===== config.mk =====
export PLATFORM = sky130hd
export DESIGN_NAME = inst_mem_block_responder
export DESIGN_NICKNAME = d
export VERILOG_FILES = /design/src/rtl/inst_mem_block_responder.sv
export SDC_FILE = /design/constraint.sdc
export NUM_CORES = 1
export LEC_CHECK = 0
export ABC_AREA = 1
export CAP_MARGIN = 20
export CELL_PAD_IN_SITES_DETAIL_PLACEMENT = 0
export CELL_PAD_IN_SITES_GLOBAL_PLACEMENT = 2
export CORE_UTILIZATION = 30
export CTS_BUF_LIST = sky130_fd_sc_hd__clkbuf_4 sky130_fd_sc_hd__clkbuf_8
export CTS_CLUSTER_DIAMETER = 40
export DETAILED_ROUTE_END_ITERATION = 8
export GPL_TIMING_DRIVEN = 0
export PLACE_DENSITY = 0.86
export SLEW_MARGIN = 0
export SYNTH_ARGS = -nofsm -noshare
export SYNTH_HDL_FRONTEND = slang
export SYNTH_SLANG_ARGS = --single-unit

===== constraint.sdc =====
create_clock -name cpu_clk -period 9.4 [get_ports cpu_clk]
set_input_delay 1.88 -clock cpu_clk [delete_from_list [all_inputs] [get_ports cpu_clk]]
set_output_delay 1.88 -clock cpu_clk [all_outputs]
set_load 0.01 [all_outputs]

===== src/rtl/inst_mem_block_responder.sv =====
// Instruction-bus read responder: one request fetches BLK_WORDS consecutive words
// from a fixed-latency synchronous memory and returns them as one packed block.
module inst_mem_block_responder #(
    parameter int BLK_WORDS = 4,
    parameter int MEM_LAT   = 1
) (
    input  logic                       cpu_clk,
    input  logic                       cpu_rst,
    input  logic [3:0]                 cpu_ren,
    input  logic [31:0]                cpu_raddr,
    output logic                       dev_rrdy,
    output logic                       dev_rvalid,
    output logic [32*BLK_WORDS-1:0]    dev_rdata,
    output logic                       mem_en,
    output logic [31:0]                mem_addr,
    input  logic [31:0]                mem_rdata
);

    localparam int CW = (BLK_WORDS > 1) ? $clog2(BLK_WORDS) : 1;
    localparam logic [CW-1:0] LAST_WORD = CW'(BLK_WORDS - 1);

    typedef enum logic [1:0] {IDLE, ISSUE, DRAIN, RESP} state_t;

    state_t         state_reg;
    logic [CW-1:0]  issue_cnt_reg;
    logic [CW-1:0]  cap_cnt_reg;
    logic           mem_en_reg;
    logic [31:0]    mem_addr_reg;
    logic           dev_rvalid_reg;
    logic           ret_vld_reg [MEM_LAT];
    logic [31:0]    buf_reg     [BLK_WORDS];
    logic [31:0]    buf_next    [BLK_WORDS];
    logic [31:0]    rdata_reg   [BLK_WORDS];
    logic           ret_vld;
    logic           last_cap;

    assign ret_vld    = ret_vld_reg[MEM_LAT-1];
    assign last_cap   = ret_vld && (cap_cnt_reg == LAST_WORD);
    assign dev_rrdy   = (state_reg == IDLE);
    assign dev_rvalid = dev_rvalid_reg;
    assign mem_en     = mem_en_reg;
    assign mem_addr   = mem_addr_reg;

    // Valid shift register mirrors the memory pipeline so each return lands in the right word.
    always_ff @(posedge cpu_clk) begin
        if (cpu_rst) begin
            ret_vld_reg[0] <= 1'b0;
        end else begin
            ret_vld_reg[0] <= mem_en_reg;
        end
    end

    genvar gi;
    generate
        for (gi = 1; gi < MEM_LAT; gi++) begin : g_ret
            always_ff @(posedge cpu_clk) begin
                if (cpu_rst) begin
                    ret_vld_reg[gi] <= 1'b0;
                end else begin
                    ret_vld_reg[gi] <= ret_vld_reg[gi-1];
                end
            end
        end

        for (gi = 0; gi < BLK_WORDS; gi++) begin : g_word
            assign buf_next[gi] = (ret_vld && (cap_cnt_reg == CW'(gi))) ? mem_rdata : buf_reg[gi];
            assign dev_rdata[32*gi +: 32] = rdata_reg[gi];

            always_ff @(posedge cpu_clk) begin
                if (cpu_rst) begin
                    buf_reg[gi]   <= 32'd0;
                    rdata_reg[gi] <= 32'd0;
                end else begin
                    buf_reg[gi] <= buf_next[gi];
                    // Snapshot includes the word arriving this cycle, so RESP needs no extra stage.
                    if (state_reg == DRAIN && last_cap) begin
                        rdata_reg[gi] <= buf_next[gi];
                    end
                end
            end
        end
    endgenerate

    always_ff @(posedge cpu_clk) begin
        if (cpu_rst) begin
            state_reg      <= IDLE;
            issue_cnt_reg  <= '0;
            cap_cnt_reg    <= '0;
            mem_en_reg     <= 1'b0;
            mem_addr_reg   <= 32'd0;
            dev_rvalid_reg <= 1'b0;
        end else begin
            if (ret_vld) begin
                cap_cnt_reg <= cap_cnt_reg + CW'(1);
            end
            case (state_reg)
                IDLE: begin
                    if (cpu_ren != 4'd0) begin
                        state_reg     <= ISSUE;
                        mem_en_reg    <= 1'b1;
                        mem_addr_reg  <= {cpu_raddr[31:2], 2'b00};
                        issue_cnt_reg <= '0;
                        cap_cnt_reg   <= '0;
                    end
                end
                ISSUE: begin
                    if (issue_cnt_reg == LAST_WORD) begin
                        mem_en_reg <= 1'b0;
                        state_reg  <= DRAIN;
                    end else begin
                        issue_cnt_reg <= issue_cnt_reg + CW'(1);
                        mem_addr_reg  <= mem_addr_reg + 32'd4;
                    end
                end
                DRAIN: begin
                    if (last_cap) begin
                        state_reg      <= RESP;
                        dev_rvalid_reg <= 1'b1;
                    end
                end
                RESP: begin
                    dev_rvalid_reg <= 1'b0;
                    state_reg      <= IDLE;
                end
                default: begin
                    state_reg <= IDLE;
                end
            endcase
        end
    end

endmodule


==> metrics.md, run 1 <==
| Metric | Value |
|---|---|
| Critical path peak fanout | 65 |
| Crit path time final | around 4.2 ns |
| CP delay by family, top | buffers and inverters |
| Worst-Margin Slew | between 0.9 and 1 ns |
| Post-Layout Cell Count | around 1900 |
| CP Capture Type | flop |
| Clock sink total | roughly 260 |
| WP buf/inv | 4 |
| Asr flop ratio synth | 0% |
| CTS buffer count | 50 |
| Initial antenna violation count | 1 |
| PD cells | 228 mW/mm² |
| GRT Total Usage | around 17% |
| Max_cap viols | 0 |
| Number of I/O pins | 233 |
| Pins over their slew limit | 0 |
| Final Hold Viols | 0 |
| Die area | about 0.036 mm² |
| EDFF count, synth | around 130 |
| Slowest stage cell on the critical path | nand2_4 |
| CP cell instances | clkdlybuf4s50_1, inv_1, clkbuf_1, nand2_4, buf_16 |
| Grt total ovfl | 0 |
| Post-Syn Area per Cell | roughly 9.5 µm² |
| DRT Wirelength | roughly 32000 µm |
| Crit Path Category | input pin to flop |
| Leak | 5.79 nW |
| Hold depth | 2 |
| Top FF cell, synth | dfxtp_1 |
| Area Growth Syn to Fin | 37.1% |
| Via-to-Cell Ratio | roughly 4.6 |
| Layout cell share with drive strength beyond 1 | between 10% and 20% |
| CTS Hold Bufs | 0 |
| FMAX | between 0.2 and 0.25 GHz |
| RSZ-0062 raised after global routing | false |
| CP max stage delay | roughly 0.66 ns |
| Tcrit/Tclk final | 44.2% |
| Htree depth | 2 |
| VDD IR-drop max | 0.106 mV |
| Seq cells post-synth | between 200 and 300 |
| Die height | between 150 and 200 µm |
| Initial core utilization | a little under a third |
| CTS resizes | 0 |
| Die width | 191 µm |
| Fillers | around 3500 |
| DP Wirelength | 22500 µm |
| R2r worst-path depth | 8 |
| Slew headroom | around two fifths |
| Data arrival, critical path | between 4 and 5 ns |
| Via Count | roughly 8700 |
| Netlist Area Pre-Place | about 0.011 mm² |
| Port-buffer cells | 228 |
| DRC Markers | 0 |
| Iter 0 DRT Violations | 478 |
| Pwr Total | 3.35 mW |
| Core outline area | 0.0349 mm² |
| Maximum number of pins on one net before global-route repair | between 60 and 70 |
| Worst skew pair latency | 0.59 ns |
| Final setup viols | 0 |
| Post-layout nets | 1488 |
| Clock root cell | clkbuf_8 |
| TNS Setup | 0 ns |
| Mapped Cells | approximately 1100 |
| Wirelength per Cell | 16.6 µm |
| Class of the worst hold path | flop to flop |
| CP required | around 9.7 ns |
| Gpl congestion | roughly 0.82 |
| Yosys warns | 0 |
| Rows | 68 |
| Antenna Nets Post-Route | 0 |
| Postcts setup bufs | 0 |
| CTS Buffer Depth | 3 |
| Skew final | between 0.03 and 0.04 ns |
| Netlist cell types | 36 |
| Worst setup SP type | input pin |
| Reg clk slew, reported paths | about 0.06 ns |
| 1st-pass router iterations | 5 |
| Vias in the first global route | around 8400 |
| CTS tree | done |
| Global-route wire length before repair | between 40000 and 50000 µm |
| Crit path depth | 5 |
| Placed cell count | between 1500 and 2000 |
| Status | completed |
| Post-synthesis sequential area ratio | 61.1% |
| Max reg flops | ~130 |
final timing paths:
check / start / endpoint / slack (ns)
worst max register to register: state_reg[0] / rdata_reg[2][28] / 6.23
worst min-delay path: mem_en / ret_vld_reg[0] / 0.44
worst min register to register: mem_en / ret_vld_reg[0] / 0.44
worst max-delay path: cpu_rst / rdata_reg[2][28] / 5.24
cells in the final DEF (no fill, tap or decap), drive strengths merged, types with 13 or more instances in the layout:
master / instances
nor2: 329
clkdlybuf4s50: 228
nand2: 163
dfxtp: 135
edfxtp: 128
clkbuf: 99
a21oi: 72
mux2i: 57
inv: 56
o21ai: 48
buf: 43
nand3: 31
nor4: 13
cell families (layout without fill, tap and decap cells):
| family | count (synthesis) | after routing | synth area share [%] |
|---|---|---|---|
| AOI/OAI and AO/OA | 129 | 129 | 6.26 |
| and+or+nand+nor | 545 | 545 | 20.8 |
| adders and majority gates | 11 | 11 | 1.28 |
| muxes | 57 | 57 | 5.32 |
| DFF | 263 | 263 | 61.1 |
| xor gates and xnor gates | 2 | 2 | 0.163 |
| buffers and inverters | 117 | 436 | 5.05 |
| other | 1 | 3 | 0.0350 |
where the power goes:
group	internal, mW	switching [mW]
combinational	0.310	0.422
sequential	1.30	0.107
clock	0.716	0.491
total	2.33	1.02
cells in the mapped netlist, types with 2 or more instances:
cell type / number / share of area, %
a211oi_1: 2 / 0.14
a21oi_1: 72 / 3.4
and2_1: 2 / 0.12
buf_1: 6 / 0.21
buf_2: 22 / 1.0
buf_4: 8 / 0.56
buf_6: 6 / 0.63
clkbuf_1: 21 / 0.74
dfxtp_1: 135 / 25
edfxtp_1: 128 / 36
ha_1: 11 / 1.3
inv_1: 50 / 1.8
inv_2: 4 / 0.14
mux2i_1: 57 / 5.3
nand2_1: 153 / 5.4
nand2_2: 9 / 0.53
nand3_1: 31 / 1.4
nor2_1: 317 / 11
nor2_2: 5 / 0.29
nor2_4: 7 / 0.74
nor3_1: 3 / 0.14
nor4_1: 13 / 0.76
o21ai_0: 47 / 2.2
o31ai_1: 3 / 0.21
xnor2_1: 2 / 0.16
metrics by stage:
step                      hold slack (ns)  utilization, %  area, µm²  setup WS, ns
after detailed placement            0.444            39.0      13600          4.59
after CTS                           0.453            42.1      14700          5.19
after global placement              0.442            38.9      13600          1.29
final                               0.440            42.1      14700          5.24
after floorplan                     0.447               -      10700          3.90
after global routing                0.472            42.1      14700          5.05
worst reg2reg max path, delay by kind of cell (launching register included):
kind                     cells  cell delay, ns
adder cells (fa/ha/maj)      1            0.24
buffers and inverters        5            1.44
AND/OR/NAND/NOR              2            0.78
flip-flops                   1            0.36
routing by layer:
layer  vias to the layer above  global-route usage [%]  wire length [µm]  share of wire, %
met3                        53                    4.20              2090               6.6
met4                         0                    5.48               698               2.2
met2                       252                    29.3             15100                48
met5                         -                       0                 0                 0
met1                      4090                    21.5             13700                43
li1                       4286                       -                 -                 -
area by class of cell:
type,count,area [µm²],area share [%]
antenna,1,2.50,0.0170
buffer,63,339,2.31
clock buffer,78,936,6.37
clock inverter,12,150,1.02
inverter,54,203,1.38
multi-input combinational,746,3640,24.8
sequential,263,6550,44.5
tap,455,569,3.87
timing repair buffer,229,2310,15.7
(Power assumes the default switching activity.)
==> run 2, diff against run 1 <==
==> constraint.sdc (replaced) <==
create_clock -name cpu_clk -period 4.1 [get_ports cpu_clk]
set_input_delay 0.82 -clock cpu_clk [delete_from_list [all_inputs] [get_ports cpu_clk]]
set_output_delay 0.82 -clock cpu_clk [all_outputs]
set_load 0.01 [all_outputs]
==> metrics.md, run 2 (synthesis results as in run 1) <==
| Metric | Value |
|---|---|
| Reg2Reg Setup Slack | 1.23 ns (-5.00 ns) |
| Final setup viols | 0 (unchanged) |
| Finished Cell Area | 0.0147 mm² (-0.15%) |
| Most common cell after layout, fill and taps aside | nor2_1 |
| FMAX | around 0.35 GHz |
| Pins over their slew limit | 0 (unchanged) |
| Port-buffer cells | 228 (unchanged) |
| Gpl congestion | 0.817 (-0.95%) |
| Crit Path Category | flop to flop |
| Hold depth | 2 (unchanged) |
| Die height | 191 µm (unchanged) |
| Placed cell area | 0.0136 mm² (about the same) |
| DRC Markers | 0 (unchanged) |
| 1st-pass router iterations | 5 (unchanged) |
| Most frequent cells in the layout | 317 x nor2_1, 228 x clkdlybuf4s50_1, 152 x nand2_1 |
| Class of the worst hold path | flop to flop |
| Clock sink total | 263 (unchanged) |
| Grt total ovfl | 0 (unchanged) |
| Status | completed |
| VDD IR-drop max | 0.227 mV (+110%) |
| Cell-internal power | 5.20 mW (+120%) |
| Slowest stage cell on the critical path | clkbuf_1 |
| Post-layout nets | 1488 (unchanged) |
| CTS Buffer Depth | 3 (unchanged) |
| Worst r2r src | state_reg[0] |
| Initial antenna violation count | 1 (unchanged) |
| Critical path peak fanout | 67 (+3.1%) |
| Worst setup SP type | flop |
| CTS buffer count | 50 (unchanged) |
| Sw frac | 31.4% (+0.91 points) |
| Max_cap viols | 0 (unchanged) |
| Leak | 5.77 nW (-0.43%) |
| Rows | 68 (unchanged) |
| CTS resizes | 0 (unchanged) |
| Slew headroom | 49.6% (+11 points) |
| Skew final | 0.0190 ns (-0.0159 ns) |
| Htree depth | 2 (unchanged) |
| CP dominant cell by count | inv_1 |
| Via-to-Cell Ratio | 4.51 (-1.2%) |
| Max reg flops | 128 (unchanged) |
| CP max stage delay | 0.55 ns (-0.11 ns) |
| Via Count | 8592 (-1.0%) |
| Worst-Margin Slew | 0.756 ns (-0.165 ns) |
| Iter 0 DRT Violations | 409 (-14%) |
| Tcrit/Tclk final | roughly 70% |
| Data arrival, critical path | 3.15 ns (-1.28 ns) |
| Comb power frac | 22.2% (+0.3 points) |
| Layout cell share with drive strength beyond 1 | 10.4% (-0.16 points) |
| Initial core utilization | 30.7% (unchanged) |
| R2r worst-path depth | 8 (unchanged) |
| RSZ-0062 raised after global routing | false |
| Vias in the first global route | 8405 (-0.048%) |
| Wirelength per Cell | 16.5 µm (-0.45%) |
| Final Hold Viols | 0 (unchanged) |
| Die width | 191 µm (unchanged) |
| DRT Wirelength | 31400 µm (-0.29%) |
| Hold path endpoint | ret_vld_reg[0] |
| Area Growth Syn to Fin | 36.9% |
| DP Wirelength | 22400 µm (-0.32%) |
| Critical Path Start | state_reg[0] |
| Final Hold Slack | 0.443 ns (+0.00325 ns) |
| HP Start | mem_en |
| Reg clk slew, reported paths | 0.06 ns (about the same) |
| PD cells | 516 mW/mm² (+130%) |
| Place WS | 0.604 ns (-3.99 ns) |
| Worst skew pair latency | 0.58 ns (about the same) |
| Reg power frac | 42.6% (+0.5 points) |
| CP Capture Type | flop |
| Maximum number of pins on one net before global-route repair | 68 (+3.0%) |
| Crit Reg-Reg Endpoint | rdata_reg[2][23] |
| Crit path time final | around 2.9 ns |
| CP required | 4.38 ns (-5.29 ns) |
| Postcts setup bufs | 0 (unchanged) |
| Clk pwr share | 35.2% (-0.9 points) |
| Post-route setup slack | 1.23 ns (-4.01 ns) |
| Core outline area | 0.0349 mm² (unchanged) |
| NetSw | 2.38 mW (+130%) |
| CP cell instances | inv_1, ha_1, inv_1, nor2_2, inv_2, clkbuf_1, nand2_8, buf_16 |
| Clock root cell | clkbuf_8 |
| CTS Hold Bufs | 0 (unchanged) |
| Global-route wire length before repair | 47600 µm (-1.2%) |
| CTS tree | done |
| Number of I/O pins | 233 (unchanged) |
| Die area | 0.0365 mm² (unchanged) |
| GRT Total Usage | 17.1% (-0.21 points) |
| Antenna Nets Post-Route | 0 (unchanged) |
[run 2: how the worst max path moves through the flow]
stage,endpoint,cells past startpoint
finish,rdata_reg[2][23],8
detailed placement,rdata_reg[2][29],5
CTS,rdata_reg[1][30],8
global route,rdata_reg[3][30],8
floorplan,rdata_reg[0][0],3
global placement,rdata_reg[1][27],4
[run 2: routing by layer]
metal | wire length [µm] | vias up | track usage (%)
met2 | 15000 | 242 | 29.0
met1 | 13600 | 4006 | 21.2
li1 | - | 4276 | -
met4 | 892 | 0 | 5.94
met5 | 0 | - | 0
met3 | 1890 | 68 | 3.84
[run 2: stage by stage]
| stage | utilization (%) | power [mW] | instances | TNS [ns] |
|---|---|---|---|---|
| 2_1_floorplan | - | 4.16 | 1126 | 0 |
| 3_3_place_gp | 38.9 | 4.97 | 1809 | -119.24 |
| 3_5_place_dp | 39.0 | 4.97 | 1810 | 0 |
| 4_1_cts | 42.1 | 7.66 | 1903 | 0 |
| 5_1_grt | 42.1 | 7.99 | 1903 | 0 |
| 6_report | 42.1 | 7.57 | 1904 | 0 |
[run 2: cell type report]
cell class	count	area [µm²]
fillers	3489	20200
flip-flops and latches	263	6550
multi-input cells	746	3650
repair buffers	229	2310
clock buffers	68	855
well taps	455	569
plain buffers	63	339
inverters	54	203
clock inverters	25	200
diodes	1	2.50
[run 2: power groups by stage]
stage,registers [mW],logic (mW),clock network (mW)
floorplan,3.29,0.868,0
global placement,3.29,1.68,0
detailed placement,3.28,1.69,0
CTS,3.23,1.70,2.73
global route,3.26,1.88,2.85
finish,3.23,1.68,2.67
[run 2: worst max-delay path: cells and delay by family, from the launching register on]
| kind | cells | cell delay [ns] |
|---|---|---|
| flops | 1 | 0.36 |
| buf+inv | 5 | 1.34 |
| simple gates | 2 | 0.57 |
| fa+ha+maj | 1 | 0.23 |
